<file path="src/rtl/calc1_reference_if.sv">
// Request/response bundle shared by the four calculator ports.
// All vectors are MSB-first: bit 0 is the most significant bit.
interface calc1_reference_if;
  logic [0:3]  req1_cmd_in;
  logic [0:3]  req2_cmd_in;
  logic [0:3]  req3_cmd_in;
  logic [0:3]  req4_cmd_in;
  logic [0:31] req1_data_in;
  logic [0:31] req2_data_in;
  logic [0:31] req3_data_in;
  logic [0:31] req4_data_in;
  logic [0:31] out_data1;
  logic [0:31] out_data2;
  logic [0:31] out_data3;
  logic [0:31] out_data4;
  logic [0:1]  out_resp1;
  logic [0:1]  out_resp2;
  logic [0:1]  out_resp3;
  logic [0:1]  out_resp4;

  modport master (
    output req1_cmd_in, req2_cmd_in, req3_cmd_in, req4_cmd_in,
    output req1_data_in, req2_data_in, req3_data_in, req4_data_in,
    input  out_data1, out_data2, out_data3, out_data4,
    input  out_resp1, out_resp2, out_resp3, out_resp4
  );

  modport slave (
    input  req1_cmd_in, req2_cmd_in, req3_cmd_in, req4_cmd_in,
    input  req1_data_in, req2_data_in, req3_data_in, req4_data_in,
    output out_data1, out_data2, out_data3, out_data4,
    output out_resp1, out_resp2, out_resp3, out_resp4
  );
endinterface

</file>
<file path="src/rtl/calc1_reference.sv">
// Four independent 32-bit calculator ports (add/sub/shl/shr).
// Each port takes a command, then a second operand, then presents its result for one cycle.
module calc1_reference (
  input  logic               c_clk,
  input  logic [1:7]         reset,
  calc1_reference_if.slave   bus
);

  typedef enum logic [1:0] {
    ST_IDLE = 2'd0,
    ST_OP2  = 2'd1,
    ST_EXEC = 2'd2
  } state_t;

  logic        w_rst;
  logic [0:3]  w_cmd [4];
  logic [0:31] w_din [4];

  // Any single reset bit holds the whole block in reset.
  assign w_rst = |reset;

  assign w_cmd[0] = bus.req1_cmd_in;
  assign w_cmd[1] = bus.req2_cmd_in;
  assign w_cmd[2] = bus.req3_cmd_in;
  assign w_cmd[3] = bus.req4_cmd_in;
  assign w_din[0] = bus.req1_data_in;
  assign w_din[1] = bus.req2_data_in;
  assign w_din[2] = bus.req3_data_in;
  assign w_din[3] = bus.req4_data_in;

  // Returns {resp[0:1], data[0:31]}; errors always carry zero data.
  function automatic logic [0:33] calc(input logic [0:3] cmd,
                                       input logic [0:31] op1,
                                       input logic [0:31] op2);
    logic [0:32] sum;
    logic [0:33] res;
    sum = 33'd0;
    res = {2'd2, 32'd0};
    case (cmd)
      4'd1: begin
        sum = {1'b0, op1} + {1'b0, op2};
        if (sum[0]) res = {2'd2, 32'd0};
        else        res = {2'd1, sum[1:32]};
      end
      4'd2: begin
        if (op2 > op1) res = {2'd2, 32'd0};
        else           res = {2'd1, op1 - op2};
      end
      4'd5:    res = {2'd1, op1 << op2[27:31]};
      4'd6:    res = {2'd1, op1 >> op2[27:31]};
      default: res = {2'd2, 32'd0};
    endcase
    return res;
  endfunction

  for (genvar g = 0; g < 4; g++) begin : g_port
    state_t      r_state;
    state_t      w_state_nxt;
    logic [0:3]  r_cmd;
    logic [0:31] r_op1;
    logic [0:31] r_op2;
    logic [0:31] r_data;
    logic [0:1]  r_resp;
    logic [0:33] w_res;

    assign w_res = calc(r_cmd, r_op1, r_op2);

    // State register.
    always_ff @(posedge c_clk or posedge w_rst) begin
      if (w_rst) r_state <= ST_IDLE;
      else       r_state <= w_state_nxt;
    end

    // Next-state: the command edge leaves IDLE, then two fixed steps back to IDLE.
    always_comb begin
      w_state_nxt = r_state;
      case (r_state)
        ST_IDLE: begin
          if (w_cmd[g] != 4'd0) w_state_nxt = ST_OP2;
          else                  w_state_nxt = ST_IDLE;
        end
        ST_OP2:  w_state_nxt = ST_EXEC;
        ST_EXEC: w_state_nxt = ST_IDLE;
        default: w_state_nxt = ST_IDLE;
      endcase
    end

    // Operand capture; in-flight operands are dropped on reset.
    always_ff @(posedge c_clk or posedge w_rst) begin
      if (w_rst) begin
        r_cmd <= 4'd0;
        r_op1 <= 32'd0;
        r_op2 <= 32'd0;
      end else begin
        if (r_state == ST_IDLE && w_cmd[g] != 4'd0) begin
          r_cmd <= w_cmd[g];
          r_op1 <= w_din[g];
        end
        if (r_state == ST_OP2) r_op2 <= w_din[g];
      end
    end

    // Result registers: loaded from EXEC, otherwise cleared so idle outputs read zero.
    always_ff @(posedge c_clk or posedge w_rst) begin
      if (w_rst) begin
        r_resp <= 2'd0;
        r_data <= 32'd0;
      end else if (r_state == ST_EXEC) begin
        r_resp <= w_res[0:1];
        r_data <= w_res[2:33];
      end else begin
        r_resp <= 2'd0;
        r_data <= 32'd0;
      end
    end
  end

  assign bus.out_data1 = g_port[0].r_data;
  assign bus.out_data2 = g_port[1].r_data;
  assign bus.out_data3 = g_port[2].r_data;
  assign bus.out_data4 = g_port[3].r_data;
  assign bus.out_resp1 = g_port[0].r_resp;
  assign bus.out_resp2 = g_port[1].r_resp;
  assign bus.out_resp3 = g_port[2].r_resp;
  assign bus.out_resp4 = g_port[3].r_resp;

endmodule

</file>
<file path="src/flat_wrapper.sv">
// flat-port wrapper written by rule: the top's interface ports become plain ports
module calc1_reference_flat 
  (c_clk, reset, bus_req1_cmd_in, bus_req2_cmd_in, bus_req3_cmd_in, bus_req4_cmd_in, bus_req1_data_in, bus_req2_data_in, bus_req3_data_in, bus_req4_data_in, bus_out_data1, bus_out_data2, bus_out_data3, bus_out_data4, bus_out_resp1, bus_out_resp2, bus_out_resp3, bus_out_resp4);
  calc1_reference_if bus_i ();
  input  logic c_clk;
  input  logic [1:7] reset;
  input wire logic [$bits(bus_i.req1_cmd_in)-1:0] bus_req1_cmd_in;
  input wire logic [$bits(bus_i.req2_cmd_in)-1:0] bus_req2_cmd_in;
  input wire logic [$bits(bus_i.req3_cmd_in)-1:0] bus_req3_cmd_in;
  input wire logic [$bits(bus_i.req4_cmd_in)-1:0] bus_req4_cmd_in;
  input wire logic [$bits(bus_i.req1_data_in)-1:0] bus_req1_data_in;
  input wire logic [$bits(bus_i.req2_data_in)-1:0] bus_req2_data_in;
  input wire logic [$bits(bus_i.req3_data_in)-1:0] bus_req3_data_in;
  input wire logic [$bits(bus_i.req4_data_in)-1:0] bus_req4_data_in;
  output wire logic [$bits(bus_i.out_data1)-1:0] bus_out_data1;
  output wire logic [$bits(bus_i.out_data2)-1:0] bus_out_data2;
  output wire logic [$bits(bus_i.out_data3)-1:0] bus_out_data3;
  output wire logic [$bits(bus_i.out_data4)-1:0] bus_out_data4;
  output wire logic [$bits(bus_i.out_resp1)-1:0] bus_out_resp1;
  output wire logic [$bits(bus_i.out_resp2)-1:0] bus_out_resp2;
  output wire logic [$bits(bus_i.out_resp3)-1:0] bus_out_resp3;
  output wire logic [$bits(bus_i.out_resp4)-1:0] bus_out_resp4;
  assign bus_i.req1_cmd_in = bus_req1_cmd_in;
  assign bus_i.req2_cmd_in = bus_req2_cmd_in;
  assign bus_i.req3_cmd_in = bus_req3_cmd_in;
  assign bus_i.req4_cmd_in = bus_req4_cmd_in;
  assign bus_i.req1_data_in = bus_req1_data_in;
  assign bus_i.req2_data_in = bus_req2_data_in;
  assign bus_i.req3_data_in = bus_req3_data_in;
  assign bus_i.req4_data_in = bus_req4_data_in;
  assign bus_out_data1 = bus_i.out_data1;
  assign bus_out_data2 = bus_i.out_data2;
  assign bus_out_data3 = bus_i.out_data3;
  assign bus_out_data4 = bus_i.out_data4;
  assign bus_out_resp1 = bus_i.out_resp1;
  assign bus_out_resp2 = bus_i.out_resp2;
  assign bus_out_resp3 = bus_i.out_resp3;
  assign bus_out_resp4 = bus_i.out_resp4;
  calc1_reference u_core (.c_clk(c_clk), .reset(reset), .bus(bus_i));
endmodule
</file>
<file path="config.mk">
export PLATFORM = sky130hd
export DESIGN_NAME = calc1_reference_flat
export DESIGN_NICKNAME = d
export VERILOG_FILES = /design/src/rtl/calc1_reference_if.sv /design/src/rtl/calc1_reference.sv /design/src/flat_wrapper.sv
export SDC_FILE = /design/constraint.sdc
export NUM_CORES = 2
export LEC_CHECK = 0
export BUFFER_PORTS_ARGS = -buffer_cell sky130_fd_sc_hd__buf_2
export CAP_MARGIN = 25
export CORE_ASPECT_RATIO = 0.75
export CORE_MARGIN = 2
export CORE_UTILIZATION = 68
export DETAILED_ROUTE_END_ITERATION = 10
export PLACE_DENSITY = 0.88
export SYNTH_ARGS = -nofsm -noshare
export SYNTH_HDL_FRONTEND = slang
export SYNTH_SLANG_ARGS = --single-unit
</file>
<file path="constraint.sdc">
create_clock -name c_clk -period 167.9 [get_ports c_clk]
set_clock_uncertainty 0.05 [all_clocks]
set_input_delay 16.79 -clock c_clk [delete_from_list [all_inputs] [get_ports c_clk]]
set_output_delay 16.79 -clock c_clk [all_outputs]
set_load 0.02 [all_outputs]
</file>
==> flow_results.org <==
** Floorplanning
- Horizontal die dimension :: 290 um
- After floorplanning, the core was divided into 78 placement rows.
- The die is 219 um tall.
- Die area :: 63,500 um2
- For this configuration, the core starts out at a cell density of 68.9%.
- During I/O placement, the number of pins put on the boundary was 288.
- Placeable Area :: 60,700 um2

** Detailed routing
- Drt first-iter violations :: 7,822
- The routed design has 152,000 um of wire.
- The pre-antenna-repair detailed-routing pass consisted of 9 iterations.
- Using the TritonRoute via totals, the vias-per-cell ratio works out to 7.06.
- For this run, design rule violations remaining after detail routing come to 0.
- Number of routed nets with antenna violations :: 0
- In the final routed layout, each cell accounts on average for 23.6 um.
- Routed via count :: 45,372

** Setup path
- FF-to-FF End :: u_core.bus.out_data2[13]
- Capturing element type of the critical path :: async pin
- Arrival time of the worst setup path :: 19.79 ns
- Worst R2R Setup Slack :: 162.17 ns
- The critical path goes through buf_2 > or4_1 > nor4_2 > buf_4 > buf_12 > buf_4.
- Longest individual stage delay on the worst path :: 0.80 ns
- Of all nets on the critical path, the largest fanout is 149.
- The critical path in this run is classified as primary input to async pin.
- The worst setup path is launched from a primary input.
- The cell that appears most often on the critical path is sky130_fd_sc_hd__buf_4.
- In this run the critical register-to-register path is launched from u_core.g_port[1].r_op2[28].
- Among all stages on the critical path, the largest delay is contributed by sky130_fd_sc_hd__buf_4.
- Data on the critical path is required at its endpoint by 168.42 ns.
- Worst reg2reg path depth :: 13

** Global routing
- GR Util met3 :: 15.5%
- The initial antenna violation count is 3.
- GRT met1 Usage :: 65.5%
- Total routing resource utilization after global routing :: 46.0%
- The first global-routing pass estimated 233,000 um of wire.
- In the global route stage, met2 resource usage came out at 65.5%.
- Most utilized layer in the global route result :: met1
- Entering global routing, the biggest net connects 150 pins.
- Vias in the first global route :: 40,965
- Total congestion overflow :: 0

** Synthesis
- Each instance of the synthesized netlist takes up on average 7.52 um2.
- Syn_nets :: 5,986
- Cells taking the most area after synthesis :: sky130_fd_sc_hd__dfrtp_1 25%, sky130_fd_sc_hd__ha_1 7.9%, sky130_fd_sc_hd__nand2_1 7.4%, sky130_fd_sc_hd__a21oi_1 6.3%, sky130_fd_sc_hd__o21ai_0 5.2%
- Yosys mapped a number of flops with a built-in enable equal to 0.
- Top cell type by total area after synthesis :: sky130_fd_sc_hd__dfrtp_1
- Synthesized instance count :: 5,562
- Post-synthesis cell type count :: 110
- Among all flip-flop cells after synthesis, the most frequent one is sky130_fd_sc_hd__dfrtp_1.
- sky130_fd_sc_hd__nand2_1 is the most common cell in the netlist.
- After synthesis, the share of flip-flops with an asynchronous set or reset is 100%.
- Share of the synthesized area in the top cell type :: 24.9%
- The share of the Yosys chip area taken by registers is 24.9%.
- Count of yosys warnings during synthesis :: 0
- Leading cell types by count after synthesis :: 821 x sky130_fd_sc_hd__nand2_1, 562 x sky130_fd_sc_hd__nor2_1, 524 x sky130_fd_sc_hd__a21oi_1
- Yosys reg bits :: 416
- In this run the cell area of the synthesized design comes to 41,800 um2.

** Timing
- Final worst hold slack :: 0.460 ns
- Measured against its own limit, the worst slew margin works out to 29.6%.
- For the pin with the worst max-slew slack, the measured transition is 1.05 ns.
- In the finished design, the share of the clock period the worst path needs comes to 11.5%.
- Setup repair after global routing left no endpoint under its margin.
- Peak Freq :: 51.9 MHz
- Min Clock Period, post-route :: 19.27 ns
- Final hold violation count :: 0
- Setup violations remaining at the end of the flow were counted as 0.
- The max-slew violation count came to 0.
- Setup Total Neg Slack :: 0 ns

** Clock network
- Clock transition at the registers of the reported paths :: 0.06 ns
- Clock tree root buffer cell :: sky130_fd_sc_hd__clkbuf_16
- Hold_buf cts :: 0
- TritonCTS built the clock tree.
- For the worst-skew pair, the clock arrives at the later sink with an insertion delay of 0.63 ns.
- Clock tree buffer depth :: 3
- Counting the buffers created by CTS gives 44.
- Post_cts resized :: 0
- # H-tree levels :: 2
- Post-CTS timing repair inserted 0 buffers for setup.
- CTS sink cnt :: 416

** Place
- Routability-driven placement congestion ratio :: 1.04
- Detail Placement HPWL :: 111,000 um
- Port buffer count :: 287
- Once placement finished, the instance area stood at 43,400 um2.

** Min path
- The path with the worst hold slack has its endpoint at u_core.g_port[3].r_cmd[2].
- Start point of the worst hold path :: u_core.g_port[3].r_cmd[2]
- Hold Path Depth :: 2
- Type of the tightest min-delay check :: register to register

** Layout
- Number of nets at the end of the flow :: 6,018
- Fraction of the core area covered by cells at the end of the flow :: 74.0%
- Final std cell area, no fill :: 44,900 um2
- Of the cells placed in the final design, the portion with a size suffix greater than 1 is 12.4%.
- Compared with the post-synthesis result, the final layout area differs by 7.42%.

** Run
- Max-cap violations in this run came to 0.

** Outcome
- Result of the run :: completed
## worst max-delay path: cells and delay by family
kind          cells  cell delay, ns
buf+inv           4            2.16
simple gates      2            0.73
## worst max-delay path by stage
stage / depth (start not counted) / end / from / slack, ns
2_1_floorplan: 1 / u_core.bus.out_data1[0] / reset[7] / 93.32
3_3_place_gp: 6 / u_core.g_port[2].r_op2[30] / reset[5] / 148.00
3_5_place_dp: 6 / u_core.g_port[2].r_op2[30] / reset[5] / 147.85
4_1_cts: 6 / u_core.g_port[3].r_op2[28] / reset[5] / 148.50
5_1_grt: 6 / u_core.g_port[3].r_op2[28] / reset[5] / 148.18
6_report: 6 / u_core.g_port[3].r_op2[28] / reset[5] / 148.63
## layout make-up
| type | instances | area [um2] |
|---|---|---|
| multi-input cells | 4497 | 29000 |
| fillers | 4749 | 15800 |
| flip-flops and latches | 416 | 10400 |
| repair buffers | 351 | 1980 |
| clock buffers | 60 | 1260 |
| inverters | 284 | 1070 |
| well taps | 800 | 1000 |
| clock inverters | 20 | 206 |
| diodes | 1 | 2.50 |
## metrics by stage
step           cells  setup slack (ns)
3_5_place_dp    6345            147.85
3_3_place_gp    6344            148.00
4_1_cts         6425            148.50
6_report        6429            148.63
5_1_grt         6428            148.18
2_1_floorplan   5562             93.32
## placed cells by master (no fill, tap or decap), types with 113 or more instances in the layout
cell type and instances:
sky130_fd_sc_hd__a21oi_1 523, sky130_fd_sc_hd__o21ai_0 434, sky130_fd_sc_hd__mux2i_1 182, sky130_fd_sc_hd__buf_2 287, sky130_fd_sc_hd__nor2_1 562, sky130_fd_sc_hd__ha_1 264
sky130_fd_sc_hd__mux2_2 113, sky130_fd_sc_hd__nand2_1 821, sky130_fd_sc_hd__inv_1 268, sky130_fd_sc_hd__dfrtp_1 402
## cells by family after synthesis
family | Yosys count | share of synthesized area, %
buf+inv | 649 | 6.08
xor+xnor | 100 | 2.09
flops | 416 | 24.9
mux | 344 | 10.0
simple gates | 1930 | 20.2
compound gates | 1851 | 28.4
fa+ha+maj | 272 | 8.28
## routing by layer
metal | wire length (um) | vias up
li1 | - | 20044
met1 | 60500 | 21273
met5 | 24 | -
met3 | 24700 | 480
met4 | 5300 | 4
met2 | 61500 | 3571
## sequential cells by signal (all words and copies together), names as in the netlist, 8 cells and up
| signal | flops |
|---|---|
| u_core.g_port.r_op1 | 128 |
| u_core.bus.out_data2 | 32 |
| u_core.g_port.r_state | 8 |
| u_core.bus.out_data3 | 32 |
| u_core.bus.out_data4 | 32 |
| u_core.g_port.r_cmd | 16 |
| u_core.g_port.r_op2 | 128 |
| u_core.bus.out_data1 | 32 |
Power is not shown: default switching activity piles up to over one toggle a cycle in this logic, so the estimate is an artifact.
